===== src/rtl/trap_ctrl_unit_pkg.sv =====
// rtl/trap_ctrl_unit_pkg.sv - shared states, PC-select encodings and trap cause codes
package trap_ctrl_unit_pkg;

    typedef enum logic [1:0] {
        ST_IDLE  = 2'd0,
        ST_MULTI = 2'd1,
        ST_SLEEP = 2'd2,
        ST_HALT  = 2'd3
    } state_e;

    localparam logic [1:0] PC_BRANCH_JUMP = 2'd0;
    localparam logic [1:0] PC_EPC         = 2'd1;
    localparam logic [1:0] PC_EXCEPTION   = 2'd2;

    localparam logic [4:0] CAUSE_ECALL        = 5'd1;
    localparam logic [4:0] CAUSE_ILLEGAL      = 5'd2;
    localparam logic [4:0] CAUSE_IRQ          = 5'd3;
    localparam logic [4:0] CAUSE_LSU_ERR      = 5'd4;
    localparam logic [4:0] CAUSE_TIMEOUT      = 5'd5;
    localparam logic [4:0] CAUSE_IRQ_VEC_BASE = 5'd8;

endpackage


===== src/rtl/irq_prio_enc.sv =====
// rtl/irq_prio_enc.sv - interrupt priority encoder, lowest set index wins
module irq_prio_enc #(
    parameter int NUM_IRQ = 8,
    parameter int IDX_W   = (NUM_IRQ > 1) ? $clog2(NUM_IRQ) : 1
) (
    input  logic [NUM_IRQ-1:0] req_i,
    output logic               valid_o,
    output logic [IDX_W-1:0]   idx_o
);

    always_comb begin
        valid_o = |req_i;
        idx_o   = '0;
        // Scan downwards so the lowest set index is the last one written.
        for (int i = NUM_IRQ - 1; i >= 0; i--) begin
            if (req_i[i]) begin
                idx_o = IDX_W'(i);
            end
        end
    end

endmodule


===== src/rtl/trap_ctrl_unit.sv =====
// rtl/trap_ctrl_unit.sv - issue/trap sequencer between decode and PC-select
module trap_ctrl_unit
    import trap_ctrl_unit_pkg::*;
#(
    parameter int                    NUM_IRQ    = 8,
    parameter int                    CNT_W      = 4,
    parameter int                    TIMEOUT    = 15,
    parameter int                    ADDR_WIDTH = 32,
    parameter logic [ADDR_WIDTH-1:0] TRAP_BASE  = '0,
    parameter bit                    VECTORED   = 1'b0
) (
    input  logic                  clk,
    input  logic                  rst_n,
    input  logic                  inst_valid_i,
    input  logic                  jump_inst_i,
    input  logic                  branch_inst_i,
    input  logic                  comp_result_i,
    input  logic                  ecall_inst_i,
    input  logic                  ebreak_inst_i,
    input  logic                  mret_inst_i,
    input  logic                  wfi_inst_i,
    input  logic                  illegal_inst_i,
    input  logic [NUM_IRQ-1:0]    irq_i,
    input  logic [NUM_IRQ-1:0]    irq_mask_i,
    input  logic                  irq_gie_i,
    input  logic                  lsu_en_i,
    input  logic                  lsu_done_i,
    input  logic                  lsu_err_i,
    input  logic                  mc_en_i,
    input  logic                  mc_done_i,
    output logic [CNT_W-1:0]      cycle_counter_o,
    output logic                  deassert_rf_wen_n_o,
    output logic                  retire_o,
    output logic [1:0]            pc_mux_sel_o,
    output logic [ADDR_WIDTH-1:0] exc_pc_o,
    output logic                  save_epc_o,
    output logic                  target_valid_o,
    output logic [4:0]            cause_o,
    output logic                  sleeping_o,
    output logic                  halted_o
);

    localparam int               IDX_W       = (NUM_IRQ > 1) ? $clog2(NUM_IRQ) : 1;
    localparam bit               TIMEOUT_EN  = (TIMEOUT != 0);
    localparam logic [CNT_W-1:0] TIMEOUT_CNT = CNT_W'(TIMEOUT);

    state_e           state_q, state_d;
    logic [CNT_W-1:0] cnt_q, cnt_d;
    logic             irq_valid;
    logic [IDX_W-1:0] irq_idx;
    logic             take_trap;
    logic [4:0]       trap_cause;
    logic             mc_waiting;

    irq_prio_enc #(.NUM_IRQ(NUM_IRQ), .IDX_W(IDX_W)) u_irq_prio_enc (
        .req_i   (irq_i & irq_mask_i & {NUM_IRQ{irq_gie_i}}),
        .valid_o (irq_valid),
        .idx_o   (irq_idx)
    );

    assign mc_waiting = (lsu_en_i & ~lsu_done_i) | (mc_en_i & ~mc_done_i);

    always_ff @(posedge clk or negedge rst_n) begin
        if (!rst_n) begin
            state_q <= ST_IDLE;
            cnt_q   <= '0;
        end else begin
            state_q <= state_d;
            cnt_q   <= cnt_d;
        end
    end

    always_comb begin
        state_d             = state_q;
        deassert_rf_wen_n_o = inst_valid_i;
        retire_o            = inst_valid_i & ~illegal_inst_i;
        pc_mux_sel_o        = PC_BRANCH_JUMP;
        exc_pc_o            = '0;
        save_epc_o          = 1'b0;
        target_valid_o      = 1'b0;
        cause_o             = '0;
        take_trap           = 1'b0;
        trap_cause          = '0;

        unique case (state_q)
            ST_IDLE: begin
                if (inst_valid_i) begin
                    if (irq_valid) begin
                        take_trap  = 1'b1;
                        trap_cause = VECTORED ? (CAUSE_IRQ_VEC_BASE + 5'(irq_idx)) : CAUSE_IRQ;
                    end else if (lsu_en_i) begin
                        if (lsu_err_i) begin
                            take_trap  = 1'b1;
                            trap_cause = CAUSE_LSU_ERR;
                        end else begin
                            deassert_rf_wen_n_o = 1'b0;
                            retire_o            = 1'b0;
                            state_d             = ST_MULTI;
                        end
                    end else if (mc_en_i) begin
                        deassert_rf_wen_n_o = 1'b0;
                        retire_o            = 1'b0;
                        state_d             = ST_MULTI;
                    end else if (jump_inst_i) begin
                        retire_o = 1'b0;
                        state_d  = ST_MULTI;
                    end else if (branch_inst_i) begin
                        if (comp_result_i) begin
                            retire_o = 1'b0;
                            state_d  = ST_MULTI;
                        end
                    end else if (mret_inst_i) begin
                        pc_mux_sel_o        = PC_EPC;
                        target_valid_o      = 1'b1;
                        deassert_rf_wen_n_o = 1'b0;
                    end else if (ecall_inst_i) begin
                        take_trap  = 1'b1;
                        trap_cause = CAUSE_ECALL;
                    end else if (illegal_inst_i) begin
                        take_trap  = 1'b1;
                        trap_cause = CAUSE_ILLEGAL;
                    end else if (wfi_inst_i) begin
                        state_d = ST_SLEEP;
                    end else if (ebreak_inst_i) begin
                        retire_o = 1'b0;
                        state_d  = ST_HALT;
                    end
                end
            end
            ST_MULTI: begin
                if (inst_valid_i) begin
                    if (mc_waiting) begin
                        deassert_rf_wen_n_o = 1'b0;
                        retire_o            = 1'b0;
                        if (TIMEOUT_EN && (cnt_q >= TIMEOUT_CNT)) begin
                            take_trap  = 1'b1;
                            trap_cause = CAUSE_TIMEOUT;
                        end
                    end else begin
                        // Second cycle of a jump/taken branch presents the target.
                        target_valid_o = jump_inst_i | branch_inst_i;
                        retire_o       = 1'b1;
                        state_d        = ST_IDLE;
                    end
                end
            end
            ST_SLEEP: begin
                deassert_rf_wen_n_o = 1'b0;
                retire_o            = 1'b0;
                // Wake ignores gie; the interrupt itself is taken later from IDLE.
                if (|(irq_i & irq_mask_i)) begin
                    state_d = ST_IDLE;
                end
            end
            ST_HALT: begin
                deassert_rf_wen_n_o = 1'b0;
                retire_o            = 1'b0;
            end
            default: state_d = ST_IDLE;
        endcase

        if (take_trap) begin
            deassert_rf_wen_n_o = 1'b0;
            retire_o            = 1'b0;
            pc_mux_sel_o        = PC_EXCEPTION;
            target_valid_o      = 1'b1;
            save_epc_o          = 1'b1;
            cause_o             = trap_cause;
            exc_pc_o            = TRAP_BASE + ADDR_WIDTH'({trap_cause, 2'b00});
            state_d             = ST_IDLE;
        end
    end

    always_comb begin
        if (state_d == ST_IDLE) begin
            cnt_d = '0;
        end else if (cnt_q == {CNT_W{1'b1}}) begin
            cnt_d = cnt_q;
        end else begin
            cnt_d = cnt_q + 1'b1;
        end
    end

    assign cycle_counter_o = cnt_q;
    assign sleeping_o      = (state_q == ST_SLEEP);
    assign halted_o        = (state_q == ST_HALT);

endmodule

===== config.mk =====
export PLATFORM = sky130hd
export DESIGN_NAME = trap_ctrl_unit
export DESIGN_NICKNAME = d
export VERILOG_FILES = /design/src/rtl/trap_ctrl_unit_pkg.sv /design/src/rtl/irq_prio_enc.sv /design/src/rtl/trap_ctrl_unit.sv
export SDC_FILE = /design/constraint.sdc
export NUM_CORES = 1
export LEC_CHECK = 0
export ABC_AREA = 1
export BUFFER_PORTS_ARGS = -buffer_cell sky130_fd_sc_hd__buf_2
export CORE_ASPECT_RATIO = 0.7
export CORE_MARGIN = 5
export CORE_UTILIZATION = 40
export DETAILED_ROUTE_END_ITERATION = 16
export PLACE_DENSITY = 0.8
export SLEW_MARGIN = 15
export SYNTH_ARGS = -nofsm -noshare
export SYNTH_HDL_FRONTEND = slang
export SYNTH_SLANG_ARGS = --single-unit

===== constraint.sdc =====
create_clock -name clk -period 1.6 [get_ports clk]
set_input_delay 0.24 -clock clk [delete_from_list [all_inputs] [get_ports clk]]
set_output_delay 0.24 -clock clk [all_outputs]
set_load 0.005 [all_outputs]

# After elaboration in Yosys (flattened, before gate mapping)

Index checks and enable logic that the tools add are counted.

Input port bits: 33
Bits in registers: 6
Logic and storage cells: 122
Output and inout port bits: 49

Mux-type cells: 98
Equal/unequal tests: 5
Bitwise logic cells: 10
Order comparisons: 1
Reduce and logical (&&, ||, !) cells: 5
Add/sub/neg operators: 1

Operators with widths:

| cell                  | number |
|---|---|
| $mux W1               | 57 |
| $mux W2               | 24 |
| $mux W5               | 4 |
| $and A8 B8 Y8         | 2 |
| $reduce_or A8 Y1      | 2 |
| $mux W3               | 4 |
| $pmux W5 S2           | 1 |
| $mux W4               | 2 |
| $mux W7               | 1 |
| $pmux W1 S3           | 2 |
| $pmux W2 S3           | 1 |
| $add A4 B1 Y4 const B | 1 |
| $eq A2 B2 Y1 const B  | 2 |
| $eq A4 B4 Y1 const B  | 1 |
| $ge A4 B4 Y1 const B  | 1 |
| $logic_not A2 Y1      | 2 |
| $pmux W1 S2           | 2 |
| $and A1 B1 Y1         | 3 |
| $not A1 Y1            | 3 |
| $eq A2 B1 Y1 const B  | 1 |
| $ne A2 B2 Y1 const B  | 1 |
| $or A1 B1 Y1          | 2 |
| $reduce_or A2 Y1      | 1 |

# Depth between registers and ports, before layout

Word-level depth: 15
Depth in mapped cells: 10
Gate-level depth less buffers: 10

# By module

A second synthesis with hierarchy kept.

Cell total of the unflattened synthesis: 180
Area, all modules: 1,101.1 um^2

Modules (own cells, without submodules):

| module         | instances | area each (um^2) | sequential area each (um^2) | cells an instance |
|---|---|---|---|---|
| trap_ctrl_unit | 1         | 1,002.2          | 150.1                       | 158 |
| irq_prio_enc   | 1         | 98.8             | 0.0                         | 22 |

# Worst setup path after synthesis

Ideal clock, no wire load.

Kind: register to output
From: register cnt_q[0] (netlist: cycle_counter_o[0])
To: output pc_mux_sel_o[1]
Buffers on the path: 1
Data required time: 1.360 ns
Data arrival time: 1.289 ns
Slack: 0.071 ns
Cell stages (with the launch flop): 9
Path through: dfrtp_1 ha_1 nand2_1 nor2_2 nand2_1 a21oi_2 nand2_2 inv_2 buf_4

Word-level cells in the longest chain between the ends: 6

Ends and longest elaborated chain:

| element                | line                  | text |
|---|---|---|
| start, declared        | trap_ctrl_unit.sv:48  | `logic [CNT_W-1:0] cnt_q, cnt_d;` |
| start signal, assigned | trap_ctrl_unit.sv:69  | `cnt_q <= cnt_d;` |
| $ge A4 B4 Y1           | trap_ctrl_unit.sv:135 | `if (TIMEOUT_EN && (cnt_q >= TIMEOUT_CNT)) begin` |
| $mux W1                | trap_ctrl_unit.sv:135 |  |
| $mux W1                | trap_ctrl_unit.sv:132 | `if (mc_waiting) begin` |
| $mux W1                | trap_ctrl_unit.sv:131 | `if (inst_valid_i) begin` |
| $pmux W1 S2            | trap_ctrl_unit.sv:85  | `unique case (state_q)` |
| $mux W2                | trap_ctrl_unit.sv:162 | `if (take_trap) begin` |
| end, declared          | trap_ctrl_unit.sv:34  | `output logic [1:0] pc_mux_sel_o,` |

No other way between the ends.

# Final worst setup path

From: register cnt_q[0] (netlist: cycle_counter_o[0])
To: output deassert_rf_wen_n_o

Word-level cells in the longest chain between the ends: 6

Ends and longest elaborated chain:

| element       | line                  | text |
|---|---|---|
| $ge A4 B4 Y1  | trap_ctrl_unit.sv:135 |  |
| $mux W1       | trap_ctrl_unit.sv:135 |  |
| $mux W1       | trap_ctrl_unit.sv:132 |  |
| $mux W1       | trap_ctrl_unit.sv:131 |  |
| $pmux W1 S2   | trap_ctrl_unit.sv:85  |  |
| $mux W1       | trap_ctrl_unit.sv:162 |  |
| end, declared | trap_ctrl_unit.sv:32  | `output logic deassert_rf_wen_n_o,` |

No other way between the ends.

==> results.cfg <==
[status]
status = finished, violations left
violations = negative setup slack

[route]
routed_wirelength_mm = 2.994
first_iter_violations = 75
firstDrtPassIters = 4
wl_per_cell_um = 10.89
antenna_left = 0
drc = 0
via_per_inst = 4.451
vias = 1224

[setup_path]
endpoint_kind = output port
path_depth = 9
slowest_stage = dfrtp_1
cp-start-kind = register
cpMostUsedCell = nand2_2
required_ns = 1.36
crit_buf_inv = 2
cpLargestDelayFamily = flip-flops
cp_data_arrival_time_ns = 1.47
cpPeakStageDelay_ns = 0.36
critPathKind = reg -> out
r2r_cells = 9
cp_max_fo = 4
r2r_setup_slack_ns = 0.02
cp_cell_sequence = ha_2, nand2_2, nor2_2, nand2_1, a21oi_2, nand2_2, inv_2, nor2_1, buf_2

[finish]
drive_above_1_share_pct = 41.08
fill_cells = 251
layout.cells.most_common = buf_2
seqCellArea_um2 = 151.4
layout.nets = 277
synthToLayoutAreaGrowth_pct = 33.10
final_core_util_pct = 57.01
final_cell_mix = 50 x buf_2, 37 x nand2_1, 31 x conb_1, 18 x nand3_1, 18 x buf_4
multiInputGateArea_um2 = 728.2
antenna_cells = 0

[power]
power-per-cell-area_nw_per_um2 = 513.2
power_leakage_uw = 0.0008968
vdd_drop_max_mv = 0.3140

[synthesis]
ys.flop_type = dfrtp_1
ys_seq_area_share_pct = 13.94
synthArstFlopShare_pct = 100.0
synth_edf_count = 0
ys_types = 27
syn_inst = 175
synth_area_um2 = 1077
ys_ff_latch = 6
yosys_warnings = 0
syn_area_per_cell_um2 = 6.156

[sta]
fin_crit_sh_pct = 106.9
fin_crit_ns = 1.710
setup_viol = 9
fin_ws_ns = -0.1105
rsz0062_at_grt = true
hold_viol = 0
tns_ns = -0.7029
drv_slew = 0
fmax_mhz = 584.6
skew_ns = 0.001593

[grt]
grt_pass1_wl_mm = 4.140
grt_remaining_overflow = 0
grt_max_degree = 10
grt_pass1_vias = 991
grt.total_usage_pct = 14.01
antenna_found_initial = 0

[floorplan]
core_area_um2 = 2515
ios = 82
die_w_um = 72.03
start_util_pct = 42.84
dieArea_um2 = 3848
fp-row-count = 15
die_h_um = 53.42

[clock_network]
path_clk_slew_ns = 0.04
cts_sinks = 6
cts_buffer_depth = 2
root_buffer = clkbuf_8
clock_latency_ns = 0.22
cts_tree = done
cts_made_buffers = 3
htree_num_levels = 1

[placed_design]
dpl.hpwl_mm = 2.398
numPortBuffers = 50
place_congestion = 0.8492
pre_cts_ws_ns = 0.05518

[hold_path]
hold_path_class = in -> async

[job]
drv_cap = 0
==> logic make-up (layout without fill, tap and decap cells) <==
family	count (synthesis)	after routing	synth area share [%]
adders and majority gates	1	1	1.161
and+or+nand+nor	92	92	41.81
xor gates and xnor gates	1	1	0.8132
muxes	1	1	1.045
DFF	6	6	13.94
other	1	31	0.3481
buffers and inverters	56	92	31.82
AOI/OAI and AO/OA	17	17	9.060
==> through the flow <==
| step | area, um2 | total power (uW) | std cells | hold WS, ns |
|---|---|---|---|---|
| after floorplan | 1190 | 399.7 | 205 | -0.05559 |
| after global placement | 1260 | 464.0 | 259 | 0.06748 |
| after detailed placement | 1260 | 466.2 | 259 | 0.07118 |
| after CTS | 1371 | 708.6 | 270 | 0.3711 |
| after global routing | 1434 | 792.0 | 275 | 0.3775 |
| final | 1434 | 735.9 | 275 | 0.3714 |
==> metal layers <==
metal  part of all wire [%]  routed length [um]  vias to the layer above  track usage (%)
met2                     49                1459                       51            24.39
met1                     41                1214                      544            16.18
met3                    9.1                 271                        6            3.605
met4                    1.6                  48                        0            6.563
met5                      0                   0                        -                0
li1                       -                   -                      623                -
==> where the power goes <==
part | switching (uW) | total (uW) | internal (uW)
clock network | 62.4 | 224 | 161
logic | 189 | 340 | 151
registers | 10.3 | 172 | 162
total | 262 | 736 | 474
==> worst register-to-register path, stage by stage, from the launching register on <==
cell and delay, ns:
dfrtp_1 0.39, ha_2 0.21, nand2_2 0.08, nor2_2 0.04, buf_4 0.13, buf_4 0.12, buf_4 0.13, mux2_4 0.30
inv_2 0.05, a21oi_1 0.03
==> flip-flops by register name, summed over array words and instances, names as in the netlist <==
name and flops:
cycle_counter_o 4, state_q 2
==> worst paths after layout <==
| check | endpoint | start |
|---|---|---|
| min in group clk | state_q[0] | inst_valid_i |
| max in group asynchronous | state_q[0] | rst_n |
| worst max register to register | cycle_counter_o[1] | cycle_counter_o[0] |
| worst min register to register | cycle_counter_o[2] | cycle_counter_o[2] |
| worst max-delay path | deassert_rf_wen_n_o | cycle_counter_o[0] |
| worst min-delay path | cycle_counter_o[0] | rst_n |
==> final cells by class <==
class                           instances  area share [%]
Clock buffer                            3           2.880
Inverter                               20           5.236
Multi-Input combinational cell        143           50.79
Sequential cell                         6           10.56
Tap cell                               34           2.967
Timing Repair Buffer                   69           27.57
==> timing repair <==
action | CTS | global route
hold buffers | 1 | 0
resized for setup | 3 | 8
endpoints found under the setup margin | 10 | 11
hold endpoints to repair | 6 | 0
pin swaps | 4 | 5
buffers inserted | 7 | 6
==> Yosys cell counts (2+ instances only) <==
master,instances,area [um2]
inv_2,2,7.510
dfrtp_1,6,150.1
o21ai_0,8,40.04
inv_1,18,67.56
nand2_2,4,25.02
buf_4,35,262.8
nand2_1,38,142.6
nor2_2,7,43.79
nand3_1,18,90.09
nand4_1,4,25.02
nor2_1,15,56.30
a21oi_1,5,25.02
Note: power is estimated with default switching activity, not from simulation.
